===== src/rtl/mips_avalon_master_if.sv =====
// Bundles the core request/response handshake and the Avalon-MM bus of the
// MIPS bus interface unit.
//   master modport : view of the bus interface unit (accepts core requests,
//                    drives the Avalon strobes)
//   slave modport  : view of the environment (core + Avalon slave)
// Signals:
//   req_valid/req_write/req_addr/req_wdata/req_byteenable : core request
//   req_ready                                             : request accepted
//   resp_valid/resp_rdata/resp_err                        : core response
//   address/read/write/writedata/byteenable               : Avalon command
//   waitrequest/readdata                                  : Avalon slave reply
interface mips_avalon_master_if;
  logic        req_valid;
  logic        req_write;
  logic [31:0] req_addr;
  logic [31:0] req_wdata;
  logic [3:0]  req_byteenable;
  logic        req_ready;
  logic        resp_valid;
  logic [31:0] resp_rdata;
  logic        resp_err;
  logic [31:0] address;
  logic        read;
  logic        write;
  logic [31:0] writedata;
  logic [3:0]  byteenable;
  logic        waitrequest;
  logic [31:0] readdata;

  modport master (
    input  req_valid, req_write, req_addr, req_wdata, req_byteenable,
    output req_ready, resp_valid, resp_rdata, resp_err,
    output address, read, write, writedata, byteenable,
    input  waitrequest, readdata
  );

  modport slave (
    output req_valid, req_write, req_addr, req_wdata, req_byteenable,
    input  req_ready, resp_valid, resp_rdata, resp_err,
    input  address, read, write, writedata, byteenable,
    output waitrequest, readdata
  );
endinterface


===== src/rtl/mips_avalon_master.sv =====
// Avalon-MM bus interface unit for the MIPS core. Turns single-word core
// load/store requests into Avalon read/write transactions, one at a time,
// holding every bus output stable while waitrequest is high.
// Ports:
//   clk   : system clock, all state changes on the rising edge
//   rst_n : synchronous active-low reset
//   bus   : mips_avalon_master_if.master (core request/response + Avalon bus)
// Parameters:
//   TIMEOUT_CYCLES    : consecutive waitrequest cycles before abort, 0 = never
//   RESET_VECTOR_ADDR : value on address out of reset
//
// state   | meaning
// --------+-----------------------------------------------------------
// S_IDLE  | ready for a core request; misaligned requests answered here
// S_READ  | read strobe high, waiting for waitrequest low
// S_WRITE | write strobe high, waiting for waitrequest low
// S_RESP  | resp_valid cycle after a bus transaction, not ready
module mips_avalon_master #(
  parameter int unsigned TIMEOUT_CYCLES    = 0,
  parameter logic [31:0] RESET_VECTOR_ADDR = 32'hBFC00000
) (
  input logic                  clk,
  input logic                  rst_n,
  mips_avalon_master_if.master bus
);

  typedef enum logic [1:0] {
    S_IDLE  = 2'd0,
    S_READ  = 2'd1,
    S_WRITE = 2'd2,
    S_RESP  = 2'd3
  } state_t;

  state_t      r_state;
  logic [31:0] r_address;
  logic        r_read;
  logic        r_write;
  logic [31:0] r_writedata;
  logic [3:0]  r_byteenable;
  logic        r_resp_valid;
  logic        r_resp_err;
  logic [31:0] r_resp_rdata;
  logic [31:0] r_wait_cnt;

  logic        w_req_ready;
  logic [31:0] w_cnt_next;
  logic        w_timeout;

  assign w_req_ready = (r_state == S_IDLE) && rst_n;

  // Saturating so a stall longer than 2^32 cycles cannot wrap back to zero.
  assign w_cnt_next = (r_wait_cnt == 32'hFFFF_FFFF) ? r_wait_cnt : r_wait_cnt + 32'd1;
  assign w_timeout  = (TIMEOUT_CYCLES != 0) && (w_cnt_next == TIMEOUT_CYCLES);

  always_ff @(posedge clk) begin
    if (!rst_n) begin
      r_state      <= S_IDLE;
      r_address    <= RESET_VECTOR_ADDR;
      r_read       <= 1'b0;
      r_write      <= 1'b0;
      r_writedata  <= 32'd0;
      r_byteenable <= 4'd0;
      r_resp_valid <= 1'b0;
      r_resp_err   <= 1'b0;
      r_resp_rdata <= 32'd0;
      r_wait_cnt   <= 32'd0;
    end else begin
      case (r_state)
        S_IDLE: begin
          r_resp_valid <= 1'b0;
          r_resp_err   <= 1'b0;
          if (w_req_ready && bus.req_valid) begin
            if (bus.req_addr[1:0] == 2'b00) begin
              r_address   <= bus.req_addr;
              r_writedata <= bus.req_wdata;
              if (bus.req_write) begin
                r_byteenable <= bus.req_byteenable;
                r_write      <= 1'b1;
                r_state      <= S_WRITE;
              end else begin
                r_byteenable <= 4'b1111;
                r_read       <= 1'b1;
                r_state      <= S_READ;
              end
            end else begin
              // Misaligned: answer directly without touching the bus.
              r_resp_valid <= 1'b1;
              r_resp_err   <= 1'b1;
              r_resp_rdata <= 32'd0;
            end
          end
        end

        S_READ, S_WRITE: begin
          if (!bus.waitrequest) begin
            r_read  <= 1'b0;
            r_write <= 1'b0;
            if (r_state == S_READ) begin
              r_resp_rdata <= bus.readdata;
            end
            r_resp_valid <= 1'b1;
            r_resp_err   <= 1'b0;
            r_state      <= S_RESP;
          end else begin
            r_wait_cnt <= w_cnt_next;
            if (w_timeout) begin
              r_read       <= 1'b0;
              r_write      <= 1'b0;
              r_resp_valid <= 1'b1;
              r_resp_err   <= 1'b1;
              r_resp_rdata <= 32'd0;
              r_state      <= S_RESP;
            end
          end
        end

        S_RESP: begin
          r_resp_valid <= 1'b0;
          r_resp_err   <= 1'b0;
          r_wait_cnt   <= 32'd0;
          r_state      <= S_IDLE;
        end

        default: begin
          r_state <= S_IDLE;
        end
      endcase
    end
  end

  assign bus.req_ready  = w_req_ready;
  assign bus.resp_valid = r_resp_valid;
  assign bus.resp_err   = r_resp_err;
  assign bus.resp_rdata = r_resp_rdata;
  assign bus.address    = r_address;
  assign bus.read       = r_read;
  assign bus.write      = r_write;
  assign bus.writedata  = r_writedata;
  assign bus.byteenable = r_byteenable;

endmodule


===== src/flat_wrapper.sv =====
// flat-port wrapper written by rule: the top's interface ports become plain ports
module mips_avalon_master_flat 
#(
  parameter int unsigned TIMEOUT_CYCLES    = 0,
  parameter logic [31:0] RESET_VECTOR_ADDR = 32'hBFC00000
)
  (clk, rst_n, bus_req_valid, bus_req_write, bus_req_addr, bus_req_wdata, bus_req_byteenable, bus_req_ready, bus_resp_valid, bus_resp_rdata, bus_resp_err, bus_address, bus_read, bus_write, bus_writedata, bus_byteenable, bus_waitrequest, bus_readdata);
  mips_avalon_master_if bus_i ();
  input logic clk;
  input logic rst_n;
  input wire logic [$bits(bus_i.req_valid)-1:0] bus_req_valid;
  input wire logic [$bits(bus_i.req_write)-1:0] bus_req_write;
  input wire logic [$bits(bus_i.req_addr)-1:0] bus_req_addr;
  input wire logic [$bits(bus_i.req_wdata)-1:0] bus_req_wdata;
  input wire logic [$bits(bus_i.req_byteenable)-1:0] bus_req_byteenable;
  output wire logic [$bits(bus_i.req_ready)-1:0] bus_req_ready;
  output wire logic [$bits(bus_i.resp_valid)-1:0] bus_resp_valid;
  output wire logic [$bits(bus_i.resp_rdata)-1:0] bus_resp_rdata;
  output wire logic [$bits(bus_i.resp_err)-1:0] bus_resp_err;
  output wire logic [$bits(bus_i.address)-1:0] bus_address;
  output wire logic [$bits(bus_i.read)-1:0] bus_read;
  output wire logic [$bits(bus_i.write)-1:0] bus_write;
  output wire logic [$bits(bus_i.writedata)-1:0] bus_writedata;
  output wire logic [$bits(bus_i.byteenable)-1:0] bus_byteenable;
  input wire logic [$bits(bus_i.waitrequest)-1:0] bus_waitrequest;
  input wire logic [$bits(bus_i.readdata)-1:0] bus_readdata;
  assign bus_i.req_valid = bus_req_valid;
  assign bus_i.req_write = bus_req_write;
  assign bus_i.req_addr = bus_req_addr;
  assign bus_i.req_wdata = bus_req_wdata;
  assign bus_i.req_byteenable = bus_req_byteenable;
  assign bus_req_ready = bus_i.req_ready;
  assign bus_resp_valid = bus_i.resp_valid;
  assign bus_resp_rdata = bus_i.resp_rdata;
  assign bus_resp_err = bus_i.resp_err;
  assign bus_address = bus_i.address;
  assign bus_read = bus_i.read;
  assign bus_write = bus_i.write;
  assign bus_writedata = bus_i.writedata;
  assign bus_byteenable = bus_i.byteenable;
  assign bus_i.waitrequest = bus_waitrequest;
  assign bus_i.readdata = bus_readdata;
  mips_avalon_master #(.TIMEOUT_CYCLES(TIMEOUT_CYCLES), .RESET_VECTOR_ADDR(RESET_VECTOR_ADDR)) u_core (.clk(clk), .rst_n(rst_n), .bus(bus_i));
endmodule

===== config.mk =====
export PLATFORM = sky130hd
export DESIGN_NAME = mips_avalon_master_flat
export DESIGN_NICKNAME = d
export VERILOG_FILES = /design/src/rtl/mips_avalon_master_if.sv /design/src/rtl/mips_avalon_master.sv /design/src/flat_wrapper.sv
export SDC_FILE = /design/constraint.sdc
export NUM_CORES = 1
export LEC_CHECK = 0
export BUFFER_PORTS_ARGS = -buffer_cell sky130_fd_sc_hd__buf_2
export CORE_MARGIN = 3
export CORE_UTILIZATION = 30
export CTS_CLUSTER_SIZE = 25
export DETAILED_ROUTE_END_ITERATION = 12
export GPL_ROUTABILITY_DRIVEN = 0
export PLACE_DENSITY_LB_ADDON = 0.12
export SETUP_SLACK_MARGIN = 0.1
export SYNTH_ARGS = -nofsm -noshare
export SYNTH_HDL_FRONTEND = slang
export SYNTH_SLANG_ARGS = --single-unit

===== constraint.sdc =====
create_clock -name clk -period 2.6 [get_ports clk]
set_clock_uncertainty 0.1 [all_clocks]
set_input_delay 0.26 -clock clk [delete_from_list [all_inputs] [get_ports clk]]
set_output_delay 0.26 -clock clk [all_outputs]
set_load 0.02 [all_outputs]

Word-level counts from Yosys, hierarchy flattened
Index checks and enable logic that the tools add are counted.
Cells by class
  bitwise gates (word level): 0
  magnitude comparators: 0
  reductions and logical operators: 11
  shift operators: 0
  multipliers: 0
  add/sub/neg operators: 0
  mux-type cells: 25
  divide/modulo/power cells: 0
  equal/unequal tests: 10
Operator list (count)
  $mux W32: 4
  $pmux W32 S2: 1
  $reduce_and A5 Y1: 3
  $ne A2 B2 Y1 const B: 6
  $mux W1: 10
  $mux W2: 4
  $pmux W1 S3: 2
  $pmux W2 S3: 1
  $reduce_and A3 Y1: 2
  $eq A2 B2 Y1 const B: 2
  $logic_not A2 Y1: 2
  $mux W4: 1
  $pmux W1 S2: 2
  $eq A2 B1 Y1 const B: 1
  $logic_and A1 B1 Y1: 2
  $ne A2 B1 Y1 const B: 1
  $reduce_bool A2 Y1: 1
  $reduce_or A2 Y1: 1
Storage, ports and cells
  bits in latches: 0
  logic and storage cells: 55
  memory bits (writable): 0
  bits of input ports: 105
  bits in read-only memories: 0
  memories kept: 0
  register bits after elaboration: 106
  output and inout port bits: 105

Logic depth before layout (Yosys ltp)
  depth after elaboration: 5
  mapped depth: 8
  depth with buffers taken out: 6

Worst setup path before layout
Ideal clock, no wire load.
  kind: reg-to-reg
  start point: reg u_core.r_state[1]
  end point: reg u_core.r_resp_rdata[10] (netlist: u_core.bus.resp_rdata[10])
  arrival time: 1.789 ns
  setup time: 0.072 ns
  path slack: 0.640 ns
  data required time: 2.428 ns
  clock period less this slack: 1.960 ns
  cell stages (with the launch flop): 9
  buffers on the path: 2
  cells stage by stage: dfxtp_1 > inv_1 > ha_1 > buf_2 > nand2b_4 > a221o_1 > a21oi_4 > buf_6 > mux2i_1
Between the ends
  cells in the longest elaborated chain, start to end: 5
  elaborated cells on any way between the ends: 13
  classes of those cells: 6 x eq/ne; 1 x mux; 6 x reduce/logical
Ends and longest elaborated chain
  from (decl): line mips_avalon_master.sv:34  | state_t r_state;
  from (signal assigned): line mips_avalon_master.sv:57  | r_state <= S_IDLE;
  from (signal assigned): line mips_avalon_master.sv:79  | r_state <= S_WRITE;
  from (signal assigned): line mips_avalon_master.sv:83  | r_state <= S_READ;
  $logic_not A2 Y1: line mips_avalon_master.sv:49, mips_avalon_master.sv:68
  $logic_and A1 B1 Y1: line mips_avalon_master.sv:49  | assign w_req_ready = (r_state == S_IDLE) && rst_n;
  $logic_and A1 B1 Y1: line mips_avalon_master.sv:72  | if (w_req_ready && bus.req_valid) begin
  $ne A2 B2 Y1 (no source line)
  $reduce_and A5 Y1 (no source line)
  to (signal assigned): line mips_avalon_master.sv:99  | r_resp_rdata <= bus.readdata;
  to (decl): line mips_avalon_master.sv:42  | logic [31:0] r_resp_rdata;
Several ways; a longest one is shown, not always the timed one.
A chain may end at the register's enable or synchronous reset.

Final worst setup path
  start point: reg u_core.r_state[1]
  end point: reg u_core.r_resp_rdata[18] (netlist: u_core.bus.resp_rdata[18])
The elaborated chain is that of the path after synthesis.

==> metrics.yaml <==
run_status:
  status: "finished clean"
floorplanning:
  start_util_pct: 31.1
  rows: 42
  die_y_um: 124
  die_area_sq_mm: 0.0154
  coreArea_sq_mm: 0.0135
  dieWidth_um: 124
  ioPinCount: 210
yosys:
  yosysMostFrequentCell: "nand2_1"
  ys_async_sr_fraction_pct: 0
  synth_top_area_share_pct: 50.8
  ys_types: 33
  synth-main-ff-cell: "dfxtp_1"
  synth_common_cells: "165 x nand2_1, 106 x dfxtp_1, 43 x a21boi_0, 39 x nand3_1, 32 x mux2i_1"
  ys_seq_area_share_pct: 50.8
  synthTopCellsByArea: "dfxtp_1 51%, nand2_1 15%, a21boi_0 7.7%, mux2i_1 7.7%, nand3_1 4.7%"
  syn_nets: 584
  synth_warnings: 0
  synth_edf_count: 0
  avgSynthCellArea_sq_um: 8.78
  synthesis.area_sq_mm: 0.00418
  synthCells: 476
  yosysTopAreaCell: "dfxtp_1"
  ys_seq_elements: 106
critical_path:
  cp.required_ns: 2.77
  path_class: "reg -> reg"
  worst_setup_path_start_kind: "flip-flop"
  end_kind: "flip-flop"
  crit_fanout: 22
  reg2reg_slack_ns: 0.42
  worstPathArrival_ns: 2.35
  worstRegToRegCells: 7
  rr_startpoint: "u_core.r_state[1]"
  rr_endpoint: "u_core.bus.resp_rdata[18]"
place:
  hpwlAfterDp_um: 8250
  portBuffers: 209
  dp_slack_ns: 0.429
  dp.cells: 832
power_and_ir_drop:
  p_leak_uw: 0.00258
  vdd_ir_drop_max_uv: 284
  p_total_uw: 4100
  powerDensity_mw_per_mm2: 727
sta:
  worst_slew_pin_slew_ns: 0.698
  setup_tns_ns: 0
  relSlewSlack_pct: 53.4
  fmax_mhz: 459
  slew_violations: 0
  hold_violations: 0
  rsz0062_at_grt: "no"
  fin_crit_ns: 2.18
  setup_viol: 0
  fin_ws_ns: 0.419
  finalCritPeriodShare_pct: 83.9
global_routing:
  grt_max_degree: 75
  grt_pass1_vias: 3549
  grt_first_pass_wirelength_um: 17600
  grt_usage_pct: 14.5
  grt_overflow: 0
  antenna_found_initial: 0
cells_and_area:
  final_util_pct: 41.9
  antennaDiodeCount: 0
  layout-drive-gt1-share_pct: 35.5
  synthToLayoutAreaGrowth_pct: 34.9
  final_cells: 847
  fin_nets: 775
detailed_routing:
  drtAntennaViolNets: 0
  first_pass_iters: 6
  via_count: 3835
  first_iter_violations: 149
  drc: 0
  finalWirelength_um: 11500
  vias_per_cell: 4.53
  post_drt_wl_per_cell_um: 13.6
clocking:
  cts_made_buffers: 9
  cts_num_sinks: 106
  htreeDepth: 3
  path_clk_slew_ns: 0.07
  worstSkewPairLatency_ns: 0.34
  root_buffer: "clkbuf_16"
  hold_buffers: 0
  postCtsSetupBuffers: 0
  cts_resized: 0
  cts_tree: "done"
  clockBufferDepth: 2
flow_run:
  maxCapViolations: 0
worst_hold_path:
  hold_path_class: "in -> reg"
  hold_end: "u_core.bus.address[27]"
  hold_start: "bus_req_addr[27]"
  hold_depth: 3
-- registers in the layout (all words and copies together), names as in the netlist --
signal,cells
u_core.r_state,2
u_core.bus.write,1
u_core.bus.byteenable,4
u_core.bus.resp_err,1
u_core.bus.resp_rdata,32
u_core.bus.read,1
u_core.bus.resp_valid,1
u_core.bus.address,32
u_core.bus.writedata,32
-- power breakdown --
group	leakage [uW]	internal [uW]	switching [uW]	total, uW
Clock	0.000138	693	574	1270
Sequential	0.000857	1720	48.6	1770
Combinational	0.00158	415	645	1060
Total	0.00258	2830	1270	4100
-- worst max path at each step --
stage / from / endpoint / slack, ns / depth (start not counted)
global route: u_core.r_state[1] / u_core.bus.resp_rdata[18] / 0.27 / 7
floorplan: u_core.r_state[1] / u_core.bus.resp_rdata[10] / 0.64 / 8
CTS: u_core.r_state[1] / u_core.bus.resp_rdata[13] / 0.40 / 7
global placement: u_core.r_state[1] / u_core.bus.resp_rdata[28] / 0.47 / 7
detailed placement: u_core.r_state[1] / u_core.bus.resp_rdata[13] / 0.43 / 7
finish: u_core.r_state[1] / u_core.bus.resp_rdata[18] / 0.42 / 7
-- per-layer routing --
metal	routed length [um]	GRT usage (%)
met4	204	6.23
met2	5370	22.9
met1	5090	18.3
met5	0	0
met3	861	4.45
-- layout make-up --
cell class | instances | area, sq um
fillers | 1397 | 7820
inverters | 3 | 11.3
flip-flops and latches | 106 | 2120
repair buffers | 218 | 1140
multi-input cells | 329 | 1870
clock buffers | 12 | 256
well taps | 176 | 220
clock inverters | 3 | 15.0
-- layout by cell type, fill, tap and decap left out, types with 3 or more instances in the layout --
cell type / instances
a21boi_0: 43
a21boi_1: 12
buf_2: 208
buf_4: 8
clkbuf_16: 9
clkinv_2: 3
dfxtp_1: 106
ha_1: 3
inv_1: 3
mux2i_1: 32
nand2_1: 165
nand3_1: 39
nand3b_1: 4
nor2_1: 4
o211a_1: 5
o21ai_0: 3
-- cells by family (layout without fill, tap and decap cells) --
logic type | count (synthesis) | after routing | share of synthesized area (%)
AO/OA/AOI/OAI | 70 | 70 | 13.2
AND/OR/NAND/NOR | 224 | 224 | 22.8
adder cells (fa/ha/maj) | 3 | 3 | 0.899
flip-flops | 106 | 106 | 50.8
multiplexers | 32 | 32 | 7.67
buffers and inverters | 41 | 236 | 4.64
-- critical path, cell delays in order, from the launching register on --
cell and delay, ns:
dfxtp_1 0.36, inv_1 0.07, ha_1 0.37, nand2b_4 0.09, a221o_1 0.36, a21oi_4 0.14
buf_4 0.38, mux2i_1 0.24
-- through the flow --
| step | area [sq um] | hold slack [ns] |
|---|---|---|
| floorplan | 4180 | 0.284 |
| global placement | 5360 | 0.338 |
| detailed placement | 5360 | 0.343 |
| CTS | 5640 | 0.00812 |
| global route | 5640 | 0.0162 |
| finish | 5640 | 0.0257 |
(Power assumes the default switching activity.)
